--- src/rtl/lmu_rom_pkg.sv ---
// Shared response type and latency/depth helpers for the LMU ROM controller.
// Build option: LMU_ROM_PARITY_EN adds one even-parity bit per stored word.
package lmu_rom_pkg;

  localparam int unsigned LMU_MAX_DW   = 128;
  localparam logic [7:0]  LMU_ROM_FILL = 8'hA5;

`ifdef LMU_ROM_PARITY_EN
  localparam int unsigned LMU_PAR_W = 1;
`else
  localparam int unsigned LMU_PAR_W = 0;
`endif

  typedef struct packed {
    logic [LMU_MAX_DW-1:0] data;
    logic                  err;
  } lmu_resp_t;

  function automatic int unsigned lmu_read_lat(input int unsigned out_regs);
    return (out_regs != 0) ? 2 : 1;
  endfunction

  function automatic int unsigned lmu_cnt_w(input int unsigned depth);
    return $clog2(depth + 1);
  endfunction

  function automatic int unsigned lmu_ptr_w(input int unsigned depth);
    return (depth > 1) ? $clog2(depth) : 1;
  endfunction

endpackage

--- src/rtl/lmu_rom_array.sv ---
// Synchronous read-only word array with read enable and optional output register.
// Build options: LMU_ROM_PARITY_EN (stores a parity bit), LMU_ROM_FPGA (block-ROM inference hint).
module lmu_rom_array
  import lmu_rom_pkg::*;
#(
  parameter  int unsigned NUM_WORDS  = 32768,
  parameter  int unsigned DATA_WIDTH = 32,
  parameter  int unsigned OUT_REGS   = 0,
  localparam int unsigned IW         = $clog2(NUM_WORDS),
  localparam int unsigned SW         = DATA_WIDTH + LMU_PAR_W
) (
  input  logic          i_clk,
  input  logic          i_en,
  input  logic [IW-1:0] i_addr,
  output logic [SW-1:0] o_rdata
);

  localparam int unsigned LOW_W = (DATA_WIDTH < 16) ? DATA_WIDTH : 16;

  // Image: every byte 0xA5, low 16 bits carry the word index.
  function automatic logic [SW-1:0] rom_word(input logic [IW-1:0] a);
    logic [DATA_WIDTH-1:0] d;
    logic [15:0]           a16;
    d   = {(DATA_WIDTH/8){LMU_ROM_FILL}};
    a16 = 16'(a);
    for (int unsigned b = 0; b < LOW_W; b++) d[b] = a16[b];
`ifdef LMU_ROM_PARITY_EN
    return {^d, d};
`else
    return d;
`endif
  endfunction

`ifdef LMU_ROM_FPGA
  (* rom_style = "block" *) logic [SW-1:0] r_word;
`else
  logic [SW-1:0] r_word;
`endif

  always_ff @(posedge i_clk) begin
    if (i_en) r_word <= rom_word(i_addr);
  end

  if (OUT_REGS != 0) begin : g_oreg
    logic [SW-1:0] r_word_q;
    always_ff @(posedge i_clk) begin
      r_word_q <= r_word;
    end
    assign o_rdata = r_word_q;
  end else begin : g_no_oreg
    assign o_rdata = r_word;
  end

endmodule

--- src/rtl/lmu_rom_ctrl.sv ---
// LMU ROM read controller: req/gnt front end, fixed-latency array pipeline, in-order response FIFO.
// Build option: LMU_ROM_PARITY_EN checks per-word even parity and reports mismatches on rerr_o.
module lmu_rom_ctrl
  import lmu_rom_pkg::*;
#(
  parameter  int unsigned NUM_WORDS  = 32768,
  parameter  int unsigned DATA_WIDTH = 32,
  parameter  int unsigned OUT_REGS   = 0,
  parameter  int unsigned RESP_DEPTH = 2,
  localparam int unsigned AW         = $clog2(NUM_WORDS) + 1
) (
  input  logic                  clk_i,
  input  logic                  rst_ni,
  input  logic                  req_i,
  output logic                  gnt_o,
  input  logic [AW-1:0]         addr_i,
  output logic                  rvalid_o,
  input  logic                  rready_i,
  output logic [DATA_WIDTH-1:0] rdata_o,
  output logic                  rerr_o
);

  localparam int unsigned LAT = lmu_read_lat(OUT_REGS);
  localparam int unsigned IW  = AW - 1;
  localparam int unsigned SW  = DATA_WIDTH + LMU_PAR_W;
  localparam int unsigned CW  = lmu_cnt_w(RESP_DEPTH);
  localparam int unsigned PW  = lmu_ptr_w(RESP_DEPTH);

  logic            w_accept;
  logic            w_arr_en;
  logic            w_push;
  logic            w_pop;
  logic            w_oor;
  logic            w_par_err;
  logic [SW-1:0]   w_arr_rdata;
  logic [CW:0]     w_occ;
  logic [LAT-1:0]  r_vpipe;
  logic [LAT-1:0]  r_opipe;
  logic [CW-1:0]   r_inflight;
  logic [CW-1:0]   r_count;
  logic [PW-1:0]   r_wptr;
  logic [PW-1:0]   r_rptr;
  lmu_resp_t       r_mem [RESP_DEPTH];
  lmu_resp_t       w_push_resp;
  lmu_resp_t       w_head;
  logic            w_unused_hi;

  function automatic logic [PW-1:0] ptr_inc(input logic [PW-1:0] p);
    return (p == PW'(RESP_DEPTH - 1)) ? '0 : p + 1'b1;
  endfunction

  // Everything accepted but not yet popped reserves a FIFO slot, so a push can never overflow.
  assign w_pop    = rvalid_o & rready_i;
  assign w_occ    = {1'b0, r_inflight} + {1'b0, r_count} - {{CW{1'b0}}, w_pop};
  assign gnt_o    = rst_ni & (w_occ < (CW+1)'(RESP_DEPTH));
  assign w_accept = req_i & gnt_o;
  assign w_arr_en = w_accept & ~addr_i[AW-1];

  lmu_rom_array #(
    .NUM_WORDS (NUM_WORDS),
    .DATA_WIDTH(DATA_WIDTH),
    .OUT_REGS  (OUT_REGS)
  ) u_array (
    .i_clk  (clk_i),
    .i_en   (w_arr_en),
    .i_addr (addr_i[IW-1:0]),
    .o_rdata(w_arr_rdata)
  );

  always_ff @(posedge clk_i or negedge rst_ni) begin
    if (!rst_ni) begin
      r_vpipe <= '0;
      r_opipe <= '0;
    end else begin
      r_vpipe <= LAT'({r_vpipe, w_accept});
      r_opipe <= LAT'({r_opipe, addr_i[AW-1]});
    end
  end

  assign w_push = r_vpipe[LAT-1];
  assign w_oor  = r_opipe[LAT-1];

`ifdef LMU_ROM_PARITY_EN
  assign w_par_err = ~w_oor & (^w_arr_rdata);
`else
  assign w_par_err = 1'b0;
`endif

  always_comb begin
    w_push_resp     = '0;
    w_push_resp.err = w_oor | w_par_err;
    if (!w_oor) w_push_resp.data = LMU_MAX_DW'(w_arr_rdata[DATA_WIDTH-1:0]);
  end

  always_ff @(posedge clk_i or negedge rst_ni) begin
    if (!rst_ni) begin
      r_inflight <= '0;
      r_count    <= '0;
      r_wptr     <= '0;
      r_rptr     <= '0;
    end else begin
      r_inflight <= r_inflight + CW'(w_accept) - CW'(w_push);
      r_count    <= r_count + CW'(w_push) - CW'(w_pop);
      if (w_push) r_wptr <= ptr_inc(r_wptr);
      if (w_pop)  r_rptr <= ptr_inc(r_rptr);
    end
  end

  always_ff @(posedge clk_i) begin
    if (w_push) r_mem[r_wptr] <= w_push_resp;
  end

  assign w_head      = r_mem[r_rptr];
  assign rvalid_o    = (r_count != '0);
  assign rdata_o     = rvalid_o ? w_head.data[DATA_WIDTH-1:0] : '0;
  assign rerr_o      = rvalid_o & w_head.err;
  assign w_unused_hi = |(w_head.data >> DATA_WIDTH);

endmodule

--- config.mk ---
export PLATFORM = sky130hd
export DESIGN_NAME = lmu_rom_ctrl
export DESIGN_NICKNAME = d
export VERILOG_FILES = /design/src/rtl/lmu_rom_pkg.sv /design/src/rtl/lmu_rom_array.sv /design/src/rtl/lmu_rom_ctrl.sv
export SDC_FILE = /design/constraint.sdc
export NUM_CORES = 1
export LEC_CHECK = 0
export BUFFER_PORTS_ARGS = -buffer_cell sky130_fd_sc_hd__buf_2
export CORE_ASPECT_RATIO = 1.75
export CORE_MARGIN = 2
export CORE_UTILIZATION = 40
export CTS_BUF_LIST = sky130_fd_sc_hd__clkbuf_16
export DETAILED_ROUTE_END_ITERATION = 10
export GPL_ROUTABILITY_DRIVEN = 0
export GPL_TIMING_DRIVEN = 0
export PLACE_DENSITY = 0.6
export SLEW_MARGIN = 20
export SYNTH_ARGS = -nofsm -noshare
export SYNTH_HDL_FRONTEND = slang
export SYNTH_SLANG_ARGS = --single-unit
--- constraint.sdc ---
create_clock -name clk_i -period 3.9 [get_ports clk_i]
set_input_delay 0.195 -clock clk_i [delete_from_list [all_inputs] [get_ports clk_i]]
set_output_delay 0.195 -clock clk_i [all_outputs]
set_load 0.03 [all_outputs]
# Yosys cells after proc, flatten, opt, wreduce, memory -nomap -nowiden
# Memories as Yosys holds them, arrays and structs flattened.
# Index checks and enable logic that the tools add are counted.
[classes]
n_div = 0
reduce_logical = 1
order_cmp = 1
bitwise = 6
n_shift = 0
mux = 6
addsub = 8
eq_ne = 0
multipliers = 0
[ops]
columns = ["operator", "count"]
rows = [
  ["two-way mux 32 bit", 2],
  ["bitwise AND 1 bit", 5],
  ["adder 2 x 1 -> 2 bit", 2],
  ["two-way mux 1 bit", 4],
  ["subtractor 2 x 1 -> 2 bit", 2],
  ["adder 2 x 2 -> 3 bit", 1],
  ["< comparator 3 x 2 -> 1 bit (second input constant)", 1],
  ["subtractor 3 x 1 -> 3 bit", 1],
  ["adder 1 bit (second input constant)", 2],
  ["nonzero test 2 bit", 1],
  ["inverter 1 bit", 1],
]
[totals]
latchBits = 0
mem_bits_rw = 66
output_inout_bits = 35
input_bits = 20
romBits = 0
register_bits = 23
memories = 1
[memory_table]
columns = ["name", "depth", "width", "rd", "rd_clocked_by_memory_dff", "wr", "line_no", "text"]
rows = [
  ["r_mem", 2, 33, 1, 0, 1, "lmu_rom_ctrl.sv:43", "lmu_resp_t r_mem [RESP_DEPTH];"],
]

# Depth between registers and ports, before layout
# Gate-level depths: netlist (run 1).
[logic_depth]
ltp_word = 8
depth_mapped = 11

# Cells and area by module
# A second synthesis (run 1) with hierarchy kept.
[hier_totals]
cells_unflattened = 246
area_unflattened_um2 = 3792.4
[modules_own_cells]
columns = ["module", "cells_each", "area_each_um2", "n_inst", "seq_area_each_um2"]
rows = [
  ["lmu_rom_ctrl", 212, 3206.8, 1, 2182.1],
  ["lmu_rom_array", 34, 585.6, 1, 450.4],
]

# Least setup slack after synthesis (run 1)
# Ideal clock, no wire load.
[synth_timing]
kind = "register to register"
startpoint = "reg r_count[1]"
endpoint = "reg u_array.r_word[0], in the netlist u_array.o_rdata[0], enable pin"
path_stages_with_launch = 9
arrival_time_ns = 3.368
setup_ns = 0.431
setup_slack_ns = 0.100
synth_period_minus_slack_ns = 3.800
cell_sequence = "dfrtp_1 -> o21ai_0 -> inv_1 -> ha_1 -> inv_1 -> nand2_1 -> fa_1 -> xnor2_1 -> nor4b_1"
[synth_via]
elab_chain_cells = 7
word_cells_on_any_way = 8
classes_between = "add/sub (2); order compare (1); bitwise (4); reduce/logical (1)"
[synth_lines]
columns = ["element", "line_no", "text"]
rows = [
  ["start, declared", "lmu_rom_ctrl.sv:40", "logic [CW-1:0] r_count;"],
  ["start signal, assigned", "lmu_rom_ctrl.sv:103", "r_count <= r_count + CW'(w_push) - CW'(w_pop);"],
  ["nonzero test 2 bit", "lmu_rom_ctrl.sv:114", "assign rvalid_o = (r_count != '0);"],
  ["bitwise AND 1 bit", "lmu_rom_ctrl.sv:53", "assign w_pop = rvalid_o & rready_i;"],
  ["net w_pop", "lmu_rom_ctrl.sv:32", "logic w_pop;"],
  ["subtractor 3 x 1 -> 3 bit", "lmu_rom_ctrl.sv:54", "assign w_occ = {1'b0, r_inflight} + {1'b0, r_count} - {{CW{1'b0}}, w_pop};"],
  ["< comparator 3 x 2 -> 1 bit", "lmu_rom_ctrl.sv:55", "assign gnt_o = rst_ni & (w_occ < (CW+1)'(RESP_DEPTH));"],
  ["bitwise AND 1 bit", "lmu_rom_ctrl.sv:55", ""],
  ["bitwise AND 1 bit", "lmu_rom_ctrl.sv:56", "assign w_accept = req_i & gnt_o;"],
  ["bitwise AND 1 bit", "lmu_rom_ctrl.sv:57", "assign w_arr_en = w_accept & ~addr_i[AW-1];"],
  ["net u_array.i_en", "lmu_rom_array.sv:13", "input logic i_en,"],
  ["end signal, assigned", "lmu_rom_array.sv:41", "if (i_en) r_word <= rom_word(i_addr);"],
  ["end, declared", "lmu_rom_array.sv:37", "logic [SW-1:0] r_word;"],
]
# The timed path passes the listed nets, and every way through them passes these cells.
# A chain may end at the register's enable or synchronous reset.

# Worst setup path in the final report (run 1)
[layout_timing]
startpoint = "reg r_count[1]"
endpoint = "out gnt_o"
[layout_via]
elab_chain_cells = 5
word_cells_on_any_way = 6
classes_between = "add/sub (2); order compare (1); bitwise (2); reduce/logical (1)"
[layout_lines]
columns = ["element", "line_no", "text"]
rows = [
  ["nonzero test 2 bit", "lmu_rom_ctrl.sv:114", ""],
  ["bitwise AND 1 bit", "lmu_rom_ctrl.sv:53", ""],
  ["net w_pop", "lmu_rom_ctrl.sv:32", ""],
  ["subtractor 3 x 1 -> 3 bit", "lmu_rom_ctrl.sv:54", ""],
  ["< comparator 3 x 2 -> 1 bit", "lmu_rom_ctrl.sv:55", ""],
  ["bitwise AND 1 bit", "lmu_rom_ctrl.sv:55", ""],
  ["end, declared", "lmu_rom_ctrl.sv:15", "output logic gnt_o,"],
]
# The timed path passes the listed nets, and every way through them passes these cells.

==> impl_metrics.py, run 1 <==
metrics = {
    "clock_tree": {
        "numCtsBuffers": 9,
        "cts_max_level": 3,
        "clock-sinks": 57,
        "insertion_delay_ns": 0.31,
        "cts_tree": "built",
        "cts-root-buf": "clkbuf_16",
        "clk_pin_slew_ns": 0.05,
        "post_cts_resized": 0,
        "cts_max_path_buffers": 2,
        "post_cts_buffers": 0,
        "hold_buffers": 2,
    },
    "timing": {
        "drv_slew": 0,
        "final.setup.worst_slack_ns": 1.13,
        "relSlewSlack_pct": 45.7,
        "max_freq_mhz": 361,
        "min_period_over_period_pct": 71.0,
        "layout_min_cycle_time_ns": 2.77,
        "tightest_slew_ns": 0.814,
        "setup_viol": 0,
        "rsz0062_at_grt": "false",
        "hold_viol_final": 0,
        "clock_skew_ns": 0.00236,
    },
    "synth": {
        "synth_edf_count": 49,
        "synth_area_leaders": "edfxtp_1, dfrtp_1, mux2i_1, buf_4, nor2b_1",
        "ys_async_sr_fraction_pct": 14.0,
        "synthesis.area_um2": 2410,
        "yosys_warnings": 0,
        "syn_area_per_cell_um2": 15.2,
        "ys.flop_type": "edfxtp_1",
        "yosysUniqueCellTypes": 22,
        "yosys_register_bits": 57,
        "syn_inst": 158,
        "synth_top_cell_by_area": "edfxtp_1",
        "synth-seq-area-share_pct": 69.5,
        "synth.top_cell.area_share_pct": 61.2,
    },
    "drt": {
        "ant_nets": 0,
        "wire_per_inst_um": 11.1,
        "drc": 0,
        "via_count": 1302,
        "via_per_inst": 4.20,
        "routed_wl_um": 3450,
        "dr.pass1.iters": 4,
        "initialDrtViolationCount": 39,
    },
    "placement": {
        "hpwl_um": 2480,
        "port-buffer-count": 45,
        "place_area_um2": 2790,
        "dp_slack_ns": 1.11,
    },
    "pwr": {
        "powerDensity_nw_per_um2": 850,
        "max-vdd-ir-drop_v": 0.000536,
        "power_mw": 2.61,
        "leakagePower_nw": 1.34,
    },
    "run": {
        "maxCapViolCount": 0,
    },
    "floorplanning": {
        "die_h_um": 107,
        "ios": 55,
        "rows": 37,
        "die_w_um": 62.6,
        "coreArea_um2": 5830,
        "start_util_pct": 41.2,
        "dieArea_um2": 6680,
    },
    "grt": {
        "grt.overflow.total": 0,
        "grt_max_degree": 18,
        "grt_pass1_wl_um": 5630,
        "grt.total_usage_pct": 11.8,
        "first_global_vias": 1261,
        "antenna_found_initial": 0,
    },
    "min_path": {
        "holdCritPathClass": "in -> reg",
        "holdCritStartpoint": "addr_i[2]",
        "worstHoldPathCells": 1,
        "hold_end": "u_array.o_rdata[2]$_DFFE_PP_",
    },
    "outcome": {
        "status": "completed",
    },
    "critical_path": {
        "worst_path_most_repeated_cell": "inv_1",
        "rrSetupSlack_ns": 1.14,
        "reg2reg_from": "r_count[1]$_DFF_PN0_",
        "r2r_cells": 9,
        "path_cells": "o21ai_0, inv_1, ha_1, inv_1, nand2_1, fa_1, xnor2_1, and3b_1, buf_2",
        "max_stage_delay_ns": 0.43,
        "cp.required_ns": 3.70,
        "crit_buf_inv": 3,
        "crit-reg2reg-capture": "u_array.o_rdata[3]$_DFFE_PP_",
        "startpoint": "r_count[1]$_DFF_PN0_",
        "critPathKind": "reg -> out",
        "end_kind": "output pin",
        "critical_path.top_delay_family": "adder cells",
        "cp_max_fo": 4,
        "arrival_ns": 2.57,
        "cp-start-kind": "flop",
        "crit_slowest_cell": "dfrtp_1",
    },
    "finish": {
        "drive_above_1_share_pct": 35.8,
        "area_delta_synth_final_pct": 27.5,
        "final_nets": 253,
        "stdcell_area_um2": 3070,
        "final_common_cell": "edfxtp_1",
        "diodes": 0,
        "mostFrequentLayoutCells": "edfxtp_1, buf_2, buf_4, mux2i_1, nor2_1",
    },
}
## how the worst max path moves through the flow
stage	to	slack, ns	depth (start not counted)
global placement	u_array.o_rdata[0]$_DFFE_PP_	-0.83	8
CTS	gnt_o	1.09	9
global route	u_array.o_rdata[4]$_DFFE_PP_	0.90	9
floorplan	u_array.o_rdata[0]$_DFFE_PP_	0.10	8
finish	gnt_o	1.13	9
detailed placement	u_array.o_rdata[13]$_DFFE_PP_	1.11	9
## registers in the layout, summed over array words and instances (netlist names)
register and cells:
r_count 2, r_inflight 2, r_mem 34, r_opipe 1, r_rptr 1, r_vpipe 1
r_wptr 1, u_array.o_rdata 15
## synth_stat cells (2+ instances only)
| cell | instances |
|---|---|
| inv_1 | 9 |
| nor2_1 | 17 |
| dfrtp_1 | 8 |
| ha_1 | 5 |
| nand2_1 | 2 |
| nor2b_1 | 16 |
| xnor2_1 | 6 |
| buf_4 | 17 |
| mux2i_1 | 17 |
| edfxtp_1 | 49 |
## final cells by class
cell class              count  area [µm²]
repair buffers             50         270
flip-flops and latches     57        1670
well taps                  78        97.6
clock buffers               9         225
inverters                   9        33.8
plain buffers              20         164
clock inverters             7        30.0
fillers                   525        2770
multi-input cells          80         576
## layer usage
layer | part of all wire (%) | global-route usage (%) | vias up
li1 | - | - | 654
met1 | 39 | 11.6 | 610
met2 | 55 | 19.6 | 33
met3 | 4.8 | 5.25 | 5
met4 | 1.9 | 8.10 | 0
met5 | 0 | 0 | -
## where the power goes
group / switching [mW] / internal [mW] / total, mW
clock network: 0.231 / 0.414 / 0.644
registers: 0.0520 / 0.813 / 0.865
logic: 0.681 / 0.417 / 1.10
## stage by stage
stage	hold slack [ns]	utilization (%)	TNS, ns	instances
floorplan	-0.101	-	0	166
global placement	0.0623	47.3	-12.41	289
detailed placement	0.0614	47.9	0	292
CTS	0.0384	52.6	0	310
global route	0.0367	52.6	0	310
finish	0.0534	52.6	0	310
## cell families after synthesis
kind of cell / count (synthesis) / share of synthesized area (%)
AOI/OAI and AO/OA: 1 / 0.208
muxes: 17 / 7.07
xor gates and xnor gates: 7 / 2.55
DFF: 57 / 69.5
other: 1 / 0.156
buffers and inverters: 29 / 8.22
and+or+nand+nor: 40 / 8.89
adders and majority gates: 6 / 3.43
## worst reg2reg max path, delay by kind of cell, from the launching register on
kind                     cells  cell delay [ns]
AND/OR/NAND/NOR              2             0.48
buffers and inverters        3             0.44
XOR/XNOR                     1             0.17
AO/OA/AOI/OAI                1             0.28
flip-flops                   1             0.43
adder cells (fa/ha/maj)      2             0.66
Note: power is estimated with default switching activity, not from simulation.
==> run 2, diff against run 1 <==
Settings changed: PLACE_DENSITY 0.6 to 0.58.
Clock period 3.9 ns to 2.6 ns, I/O delays scaled along.
==> run 2 against run 1 <==
Total power rose by 60%. Sequential share of layout area shrank 3.7 points. Via count rose by 7.1%. Wire length is 12% higher. Register-to-register slack lost 0.97 ns. Clock-buffer cell count unchanged. Combinational power is 74% higher. Flip-flop and latch count stayed put. Hold slack gained 0.057 ns. First-iteration DRC count fell by 31%. Critical path type unchanged. Largest power group unchanged. Highest routed layer unchanged.
==> impl_metrics.py, run 2 (same netlist as run 1, synthesis figures left out) <==
metrics = {
    "floorplanning": {
        "die_h_um": 107,
        "ios": 55,
        "coreArea_um2": 5830,
        "rows": 37,
        "die_w_um": 62.6,
        "start_util_pct": 41.2,
        "dieArea_um2": 6680,
    },
    "critical_path": {
        "cp_max_fo": 4,
        "reg2reg_from": "r_count[1]$_DFF_PN0_",
        "critical_path.top_delay_family": "adder cells",
        "cp-start-kind": "flop",
        "arrival_ns": 2.38,
        "worst_path_most_repeated_cell": "inv_2",
        "end_kind": "output pin",
        "path_cells": "o21ai_2, inv_2, ha_4, inv_2, nand2_1, fa_2, xnor2_4, and3b_1, buf_6",
        "max_stage_delay_ns": 0.43,
        "critPathKind": "reg -> out",
        "crit_buf_inv": 3,
        "startpoint": "r_count[1]$_DFF_PN0_",
        "cp.required_ns": 2.47,
        "crit_slowest_cell": "dfrtp_2",
    },
    "timing": {
        "max_freq_mhz": 398,
        "setup_viol": 0,
        "relSlewSlack_pct": 45.3,
        "whs_ns": 0.111,
        "hold_viol_final": 0,
        "drv_slew": 0,
        "tightest_slew_ns": 0.821,
        "layout_min_cycle_time_ns": 2.51,
        "fin_setup_tns_ns": 0,
        "final.setup.worst_slack_ns": 0.0892,
        "min_period_over_period_pct": 96.6,
        "clock_skew_ns": 0.00757,
    },
    "drt": {
        "initialDrtViolationCount": 27,
        "drc": 0,
        "routed_wl_um": 3880,
        "ant_nets": 0,
        "dr.pass1.iters": 4,
        "met2WireLength_um": 2190,
        "wl_met3_um": 178,
        "wire_per_inst_um": 11.9,
        "via_per_inst": 4.28,
        "via_count": 1395,
        "highest_layer": "met4",
        "wl_met1_um": 1400,
    },
    "pwr": {
        "intPower_mw": 2.63,
        "max-vdd-ir-drop_v": 0.000858,
        "p_switching_mw": 1.55,
        "leakagePower_nw": 1.41,
        "clkPwrFrac_pct": 23.1,
        "switching_share_pct": 37.1,
        "power_mw": 4.18,
        "pwr-share-comb_pct": 45.6,
        "powerDensity_nw_per_um2": 1270,
        "seq_power_share_pct": 31.2,
    },
    "finish": {
        "final_common_cell": "edfxtp_1",
        "drive_above_1_share_pct": 37.1,
        "largest_reg_flops": 34,
        "diodes": 0,
        "final_nets": 269,
        "area_delta_synth_final_pct": 37.0,
        "final-instance-count-excl-fill": 326,
        "mostFrequentLayoutCells": "edfxtp_1, buf_2, buf_4",
        "fillCellCount": 509,
        "top_register": "r_mem",
    },
    "placement": {
        "dpl.cell_count": 290,
        "port-buffer-count": 45,
        "dp_slack_ns": -0.329,
        "hpwl_um": 2630,
    },
    "clock_tree": {
        "numCtsBuffers": 9,
        "clock-sinks": 57,
        "cts_max_path_buffers": 2,
        "cts-root-buf": "clkbuf_16",
        "clk_pin_slew_ns": 0.05,
        "cts_tree": "built",
        "insertion_delay_ns": 0.32,
        "cts_max_level": 3,
    },
    "min_path": {
        "holdCritStartpoint": "rready_i",
        "holdCritPathClass": "in -> reg",
    },
    "grt": {
        "first_global_vias": 1383,
        "grt_pass1_wl_um": 6090,
        "grt.total_usage_pct": 12.6,
        "grt.overflow.total": 0,
        "grt_max_degree": 18,
        "antenna_found_initial": 0,
    },
    "outcome": {
        "status": "completed",
    },
    "run": {
        "maxCapViolCount": 0,
    },
}
## run 2: changes by cell type in the layout (fill, tap and decap cells not counted), sizes merged
cell | previous run | this run
buf | 68 | 69
clkinv | 5 | 6
dlygate4sd3 | 2 | 17
inv | 11 | 10
## run 2: power by group through the flow
stage | Clock, mW | Sequential [mW] | Combinational, mW
2_1_floorplan | 0 | 1.30 | 1.35
3_3_place_gp | 0 | 1.32 | 1.70
3_5_place_dp | 0 | 1.32 | 1.74
4_1_cts | 0.992 | 1.31 | 1.79
5_1_grt | 1.03 | 1.32 | 2.06
6_report | 0.966 | 1.30 | 1.91
## run 2: metrics by stage
stage	area [µm²]	util (%)
floorplan	2460	-
global placement	2790	47.8
detailed placement	2810	48.1
CTS	3240	55.6
global route	3300	56.5
finish	3300	56.5
## run 2: what timing repair did
action | CTS | global route
gates resized for setup | 0 | 11
pin swaps | 1 | 5
hold endpoints to repair | 24 | 0
endpoints found under the setup margin | 15 | 2
setup buffers | 2 | 1
cloned | 0 | 0
hold buffers | 17 | 0
## run 2: routing by layer
| metal | GRT usage (%) | vias to the layer above |
|---|---|---|
| li1 | - | 692 |
| met1 | 11.4 | 660 |
| met2 | 22.4 | 36 |
| met3 | 4.83 | 7 |
| met4 | 9.05 | 0 |
| met5 | 0 | - |
## run 2: tightest hold or removal path, delay by kind of cell
family | cells | cell delay (ns)
xor gates and xnor gates | 1 | 0.07
buffers and inverters | 1 | 0.11
AOI/OAI and AO/OA | 1 | 0.07
## run 2: cell type report
type                            instances  area, µm²  area share (%)
Buffer                                 20        164            4.97
Clock buffer                            9        225            6.83
Clock inverter                          7       28.8           0.873
Inverter                                9       33.8            1.03
Multi-Input combinational cell         80        633            19.2
Sequential cell                        57       1670            50.8
Tap cell                               78       97.6            2.96
Timing Repair Buffer                   66        439            13.3
## run 2: path summary, 6_finish.rpt
path	endpoint	slack, ns	cells past startpoint
hold / removal	r_rptr$_DFFE_PN0P_	0.11	3
max in group asynchronous	r_count[1]$_DFF_PN0_	2.20	2
setup reg to reg	u_array.o_rdata[12]$_DFFE_PP_	0.17	9
min in group asynchronous	r_opipe$_DFF_PN0_	0.21	2
hold reg to reg	r_wptr$_DFFE_PN0P_	0.50	1
setup / recovery	gnt_o	0.09	9
